### src/rtl/conv5_window_feeder.sv
// Streaming front end for the 5x5 conv engine: loads kernel columns, buffers four
// image rows and emits column beats plus a result-capture strobe tagged with coordinates.
module conv5_window_feeder #(
  parameter int DATA_WIDTH = 16,
  parameter int IMG_WIDTH  = 28,
  parameter int IMG_HEIGHT = 28
) (
  input  logic                          clk,
  input  logic                          rst_n,
  input  logic                          start,
  input  logic [DATA_WIDTH-1:0]         weight_in,
  input  logic                          weight_valid,
  output logic                          weight_ready,
  input  logic [DATA_WIDTH-1:0]         pix_in,
  input  logic                          pix_valid,
  output logic                          pix_ready,
  output logic [DATA_WIDTH-1:0]         conv_d0,
  output logic [DATA_WIDTH-1:0]         conv_d1,
  output logic [DATA_WIDTH-1:0]         conv_d2,
  output logic [DATA_WIDTH-1:0]         conv_d3,
  output logic [DATA_WIDTH-1:0]         conv_d4,
  output logic                          conv_valid_in,
  output logic                          conv_kernel_load,
  output logic                          conv_valid_out,
  output logic [$clog2(IMG_HEIGHT)-1:0] res_row,
  output logic [$clog2(IMG_WIDTH)-1:0]  res_col,
  output logic                          busy,
  output logic                          done
);
  localparam int RW = $clog2(IMG_HEIGHT);
  localparam int CW = $clog2(IMG_WIDTH);

  typedef enum logic [1:0] {IDLE, KERNEL, STREAM, DRAIN} state_t;
  state_t state_reg, state_next;

  logic            w_acc, p_acc, last_weight, last_pix, kcol_full, pix_beat;
  logic [2:0]      wrow_reg, wcol_reg;
  logic [RW-1:0]   row_reg;
  logic [CW-1:0]   col_reg;
  logic [DATA_WIDTH-1:0] kbuf_reg [4];
  logic [DATA_WIDTH-1:0] lb [IMG_WIDTH][4];
  logic [DATA_WIDTH-1:0] src_lane [5];
  logic [DATA_WIDTH-1:0] lane_reg [5];
  logic            beat_reg, kload_reg, p1_reg, p2_reg, out_reg, done_reg;
  logic [RW-1:0]   p1_row_reg, p2_row_reg, res_row_reg;
  logic [CW-1:0]   p1_col_reg, p2_col_reg, res_col_reg;

  assign weight_ready = (state_reg == KERNEL);
  assign pix_ready    = (state_reg == STREAM);
  assign busy         = (state_reg != IDLE);
  assign w_acc        = weight_valid & weight_ready;
  assign p_acc        = pix_valid & pix_ready;
  assign kcol_full    = (wrow_reg == 3'd4);
  assign last_weight  = kcol_full && (wcol_reg == 3'd4);
  assign last_pix     = (row_reg == RW'(IMG_HEIGHT - 1)) && (col_reg == CW'(IMG_WIDTH - 1));
  assign pix_beat     = p_acc && (row_reg >= RW'(4));

  always_ff @(posedge clk or negedge rst_n) begin
    if (!rst_n) state_reg <= IDLE;
    else        state_reg <= state_next;
  end

  always_comb begin
    state_next = state_reg;
    case (state_reg)
      IDLE:    if (start) state_next = KERNEL;
      KERNEL:  if (w_acc && last_weight) state_next = STREAM;
      STREAM:  if (p_acc && last_pix) state_next = DRAIN;
      // the final window sits in p1 for one cycle; once it has moved on, done can fire
      DRAIN:   if (!p1_reg) state_next = IDLE;
      default: state_next = IDLE;
    endcase
  end

  always_ff @(posedge clk or negedge rst_n) begin
    if (!rst_n) begin
      wrow_reg <= '0;
      wcol_reg <= '0;
      row_reg  <= '0;
      col_reg  <= '0;
    end else if (state_reg == IDLE && start) begin
      wrow_reg <= '0;
      wcol_reg <= '0;
      row_reg  <= '0;
      col_reg  <= '0;
    end else if (w_acc) begin
      if (kcol_full) begin
        wrow_reg <= '0;
        wcol_reg <= (wcol_reg == 3'd4) ? 3'd0 : wcol_reg + 3'd1;
      end else begin
        wrow_reg <= wrow_reg + 3'd1;
      end
    end else if (p_acc) begin
      if (col_reg == CW'(IMG_WIDTH - 1)) begin
        col_reg <= '0;
        row_reg <= (row_reg == RW'(IMG_HEIGHT - 1)) ? '0 : row_reg + RW'(1);
      end else begin
        col_reg <= col_reg + CW'(1);
      end
    end
  end

  // Storage only; every entry is overwritten before it is read, so no reset is needed.
  always_ff @(posedge clk) begin
    if (w_acc && !kcol_full) kbuf_reg[wrow_reg[1:0]] <= weight_in;
    if (p_acc) begin
      lb[col_reg][0] <= lb[col_reg][1];
      lb[col_reg][1] <= lb[col_reg][2];
      lb[col_reg][2] <= lb[col_reg][3];
      lb[col_reg][3] <= pix_in;
    end
  end

  genvar gi;
  generate
    for (gi = 0; gi < 4; gi++) begin : g_src
      assign src_lane[gi] = w_acc ? kbuf_reg[gi] : lb[col_reg][gi];
    end
  endgenerate
  assign src_lane[4] = w_acc ? weight_in : pix_in;

  always_ff @(posedge clk or negedge rst_n) begin
    if (!rst_n) begin
      for (int i = 0; i < 5; i++) lane_reg[i] <= '0;
      beat_reg    <= 1'b0;
      kload_reg   <= 1'b0;
      p1_reg      <= 1'b0;
      p2_reg      <= 1'b0;
      out_reg     <= 1'b0;
      done_reg    <= 1'b0;
      p1_row_reg  <= '0;
      p1_col_reg  <= '0;
      p2_row_reg  <= '0;
      p2_col_reg  <= '0;
      res_row_reg <= '0;
      res_col_reg <= '0;
    end else begin
      beat_reg  <= (w_acc && kcol_full) || pix_beat;
      kload_reg <= w_acc && kcol_full;
      if ((w_acc && kcol_full) || pix_beat) begin
        for (int i = 0; i < 5; i++) lane_reg[i] <= src_lane[i];
      end
      // p1 lines up with the beat, p2 with the engine buffer load, out with the result
      p1_reg      <= pix_beat && (col_reg >= CW'(4));
      p1_row_reg  <= row_reg - RW'(4);
      p1_col_reg  <= col_reg - CW'(4);
      p2_reg      <= p1_reg;
      p2_row_reg  <= p1_row_reg;
      p2_col_reg  <= p1_col_reg;
      out_reg     <= p2_reg;
      res_row_reg <= p2_reg ? p2_row_reg : '0;
      res_col_reg <= p2_reg ? p2_col_reg : '0;
      done_reg    <= (state_reg == DRAIN) && !p1_reg;
    end
  end

  assign conv_d0          = lane_reg[0];
  assign conv_d1          = lane_reg[1];
  assign conv_d2          = lane_reg[2];
  assign conv_d3          = lane_reg[3];
  assign conv_d4          = lane_reg[4];
  assign conv_valid_in    = beat_reg;
  assign conv_kernel_load = kload_reg;
  assign conv_valid_out   = out_reg;
  assign res_row          = res_row_reg;
  assign res_col          = res_col_reg;
  assign done             = done_reg;
endmodule

### config.mk
export PLATFORM = sky130hd
export DESIGN_NAME = conv5_window_feeder
export DESIGN_NICKNAME = d
export VERILOG_FILES = /design/src/rtl/conv5_window_feeder.sv
export SDC_FILE = /design/constraint.sdc
export NUM_CORES = 2
export LEC_CHECK = 0
export ABC_CLOCK_PERIOD_IN_PS = 5150
export BUFFER_PORTS_ARGS = -buffer_cell sky130_fd_sc_hd__buf_2
export CAP_MARGIN = 20
export CORE_MARGIN = 2
export CORE_UTILIZATION = 55
export DETAILED_ROUTE_END_ITERATION = 7
export PLACE_DENSITY = 0.74
export SYNTH_ARGS = -nofsm -noshare
export SYNTH_HDL_FRONTEND = slang
export SYNTH_SLANG_ARGS = --single-unit
export TNS_END_PERCENT = 5
### constraint.sdc
create_clock -name clk -period 5.15 [get_ports clk]
set_clock_uncertainty 0.15 [all_clocks]
set_input_delay 1.03 -clock clk [delete_from_list [all_inputs] [get_ports clk]]
set_output_delay 1.03 -clock clk [all_outputs]
set_load 0.01 [all_outputs]
==> results.json <==
{
  "run_status": "complete, no violations",
  "synth_top_cell_by_area": "edfxtp_1",
  "cts_buffers": 193,
  "global_route.usage.met2_pct": 45.8,
  "max_slew.worst_pin.slew_ps": 1270,
  "grt_pass1_wl_mm": 296,
  "h-tree-depth": 4,
  "worstPathArrival_ps": 4840,
  "io_buffers": 133,
  "gp_congestion": 0.808,
  "rsz0062_at_grt": "no",
  "wirelength_mm": 211,
  "synth_top_area_share_pct": 72.8,
  "die_x_um": 377,
  "io_pins": 134,
  "grt_max_degree": 83,
  "grtUsageMet3_pct": 7.66,
  "yosys_warnings": 0,
  "cts_tree": "yes",
  "area_growth_pct": 13.1,
  "synth-compound-area-share_pct": 4.56,
  "ys_async_sr_fraction_pct": 6.73,
  "die-area_um2": 142000,
  "synth_mux_area_share_pct": 11.9,
  "finalWorstSetupSlack_ps": 663,
  "synth_top_family_by_area": "multiplexers",
  "cp-start-kind": "flop",
  "synth_seq_cells": 1990,
  "finalMaxSlewViolations": 0,
  "cts_setup_buffers": 0,
  "power_density_nw_per_um2": 548,
  "hold_class": "in -> async",
  "drt_pass1_iterations": 7,
  "syn_inst": 4218,
  "synth-simple-area-share_pct": 4.01,
  "power_leakage_nw": 28.8,
  "place_ws_ps": 905,
  "synth_edf_count": 1856,
  "final_core_util_pct": 62.8,
  "drt_iter0_drc": 5985,
  "vias": 42700,
  "grt_use_met1_pct": 40.1,
  "fmaxAchievable_ghz": 0.223,
  "clk_latency_ps": 840,
  "start_util_pct": 55.6,
  "antenna_left": 0,
  "postCtsHoldBufs": 0,
  "syn_area_per_cell_um2": 18.2,
  "finalSetupViolCount": 0,
  "mappedNetlistArea_um2": 76600,
  "whs_ps": 61.8,
  "synth_ff_type": "edfxtp_1",
  "ir_drop_uv": 392,
  "largest_register_ffs": 1792,
  "busiest_layer": "met2",
  "cts.clk_slew.worst_paths_ps": 60,
  "drc": 0,
  "min_period_over_period_pct": 87.1,
  "core_um2": 138000,
  "synth_area_leaders": "edfxtp_1 73%, mux2i_1 10%, dfrtp_1 4.4%",
  "relSlewSlack_pct": 15.7,
  "crit_type": "reg -> reg",
  "clock_sinks": 1990,
  "fin_total_pwr_w": 0.0475,
  "cts.repair.resized": 0,
  "setup-tns-final_ps": 0,
  "drv_cap": 0,
  "grt_pass1_vias": 40800,
  "end_kind": "flop",
  "nNetsFinal": 4530,
  "grt_usage_pct": 29.6,
  "num_rows": 136,
  "cts_root_buf": "clkbuf_16",
  "period_minus_slack_ps": 4490,
  "wire_per_inst_um": 32.7,
  "required_ps": 5510,
  "yosys.area_share.xor_xnor_pct": 0.0457,
  "syn_nets": 4280,
  "drive_gt1_share_pct": 15.9,
  "synth_fa_ha_area_share_pct": 0.408,
  "ys_types": 54,
  "vias_per_cell": 6.62,
  "critical_path_peak_fanout": 31,
  "ys_seq_area_share_pct": 77.2,
  "dp_hpwl_mm": 114,
  "clk_path_buf_depth": 3,
  "die_y_um": 377,
  "hold_viol": 0,
  "grt-ovfl-total": 0,
  "antenna_found_initial": 19
}
==> worst max-delay path, stage by stage (launching register included) <==
cell,delay [ps]
dfrtp_4,760
buf_4,760
nor2b_4,310
buf_12,280
a22oi_1,580
nand3_1,430
nand3_1,800
==> path summary, 6_finish.rpt <==
kind	from	to	slack (ps)	cells after the start
worst max-delay path	col_reg[1]	lb[25][30]	660	6
worst min-delay path	rst_n	conv_d1[6]	60	1
worst max register to register	col_reg[1]	lb[25][30]	660	6
worst min register to register	p1_row_reg[2]	p2_row_reg[2]	200	0
max in group asynchronous	rst_n	conv_d3[10]	3580	2
min in group clk	p1_row_reg[2]	p2_row_reg[2]	200	0
==> where the power goes <==
part           leakage [nW]  total, W  internal [W]  switching [W]
sequential             18.3    0.0222        0.0215       0.000607
combinational          7.36    0.0112       0.00347        0.00776
clock                  3.13    0.0141       0.00807        0.00602
total                  28.8    0.0475        0.0331         0.0144
==> synth_stat cells (42+ instances only) <==
cell type and count:
a22o_1 46, a22oi_1 94, buf_2 121, buf_4 44, clkbuf_1 42, dfrtp_1 134, edfxtp_1 1856, mux2i_1 792
mux4_2 52, nand2_1 119, nand3_1 102, nand4_1 46, nor2_1 164, nor4_2 42, o22ai_1 299
==> per-layer routing <==
metal	wire length [um]	vias up	share of wire, %
met4	9090	8	4.3
met3	26800	500	13
met1	77200	21900	37
met2	97800	2817	46
li1	-	17500	-
met5	59	-	0.028
==> through the flow <==
| step | cell area (um^2) | instances |
|---|---|---|
| finish | 86600 | 6444 |
| global route | 86600 | 6435 |
| CTS | 86500 | 6427 |
| detailed placement | 80100 | 6063 |
| global placement | 80100 | 6063 |
| floorplan | 76600 | 4218 |
==> area by class of cell <==
cell class                 count  area [um^2]
tap                         1794         2240
sequential                  1990        59100
inverter                      19         71.3
fill                        9326        51200
multi-input combinational   1967        16400
clock buffer                 258         5440
clock inverter               106          925
antenna                       13         32.5
timing repair buffer         297         2430
==> layout by cell type, fill, tap and decap left out, drive strengths merged, types with 4 or more instances in the layout <==
cell type / Yosys / layout
o21ai: 45 / 45
or4b: 4 / 4
nand4bb: 5 / 5
and3: 8 / 8
buf: 199 / 294
edfxtp: 1856 / 1856
ha: 25 / 25
bufinv: 0 / 13
diode: 0 / 13
o22ai: 304 / 304
nor4: 50 / 50
mux2i: 792 / 792
nor3: 4 / 4
clkinv: 2 / 85
nand2: 119 / 119
a22oi: 94 / 94
mux4: 52 / 52
inv: 17 / 23
a31oi: 17 / 17
or4: 31 / 31
clkbuf: 43 / 261
dfrtp: 134 / 134
a21oi: 14 / 14
nand3: 103 / 103
nor2: 165 / 165
a22o: 46 / 46
clkinvlp: 0 / 4
and2: 16 / 16
nand4: 46 / 46
==> kinds of logic after synthesis <==
group                    Yosys count
flip-flops                      1990
adder cells (fa/ha/maj)           25
multiplexers                     847
buffers and inverters            261
XOR/XNOR                           4
AO/OA/AOI/OAI                    526
AND/OR/NAND/NOR                  565
No activity file was read; power rests on OpenSTA's default activity.
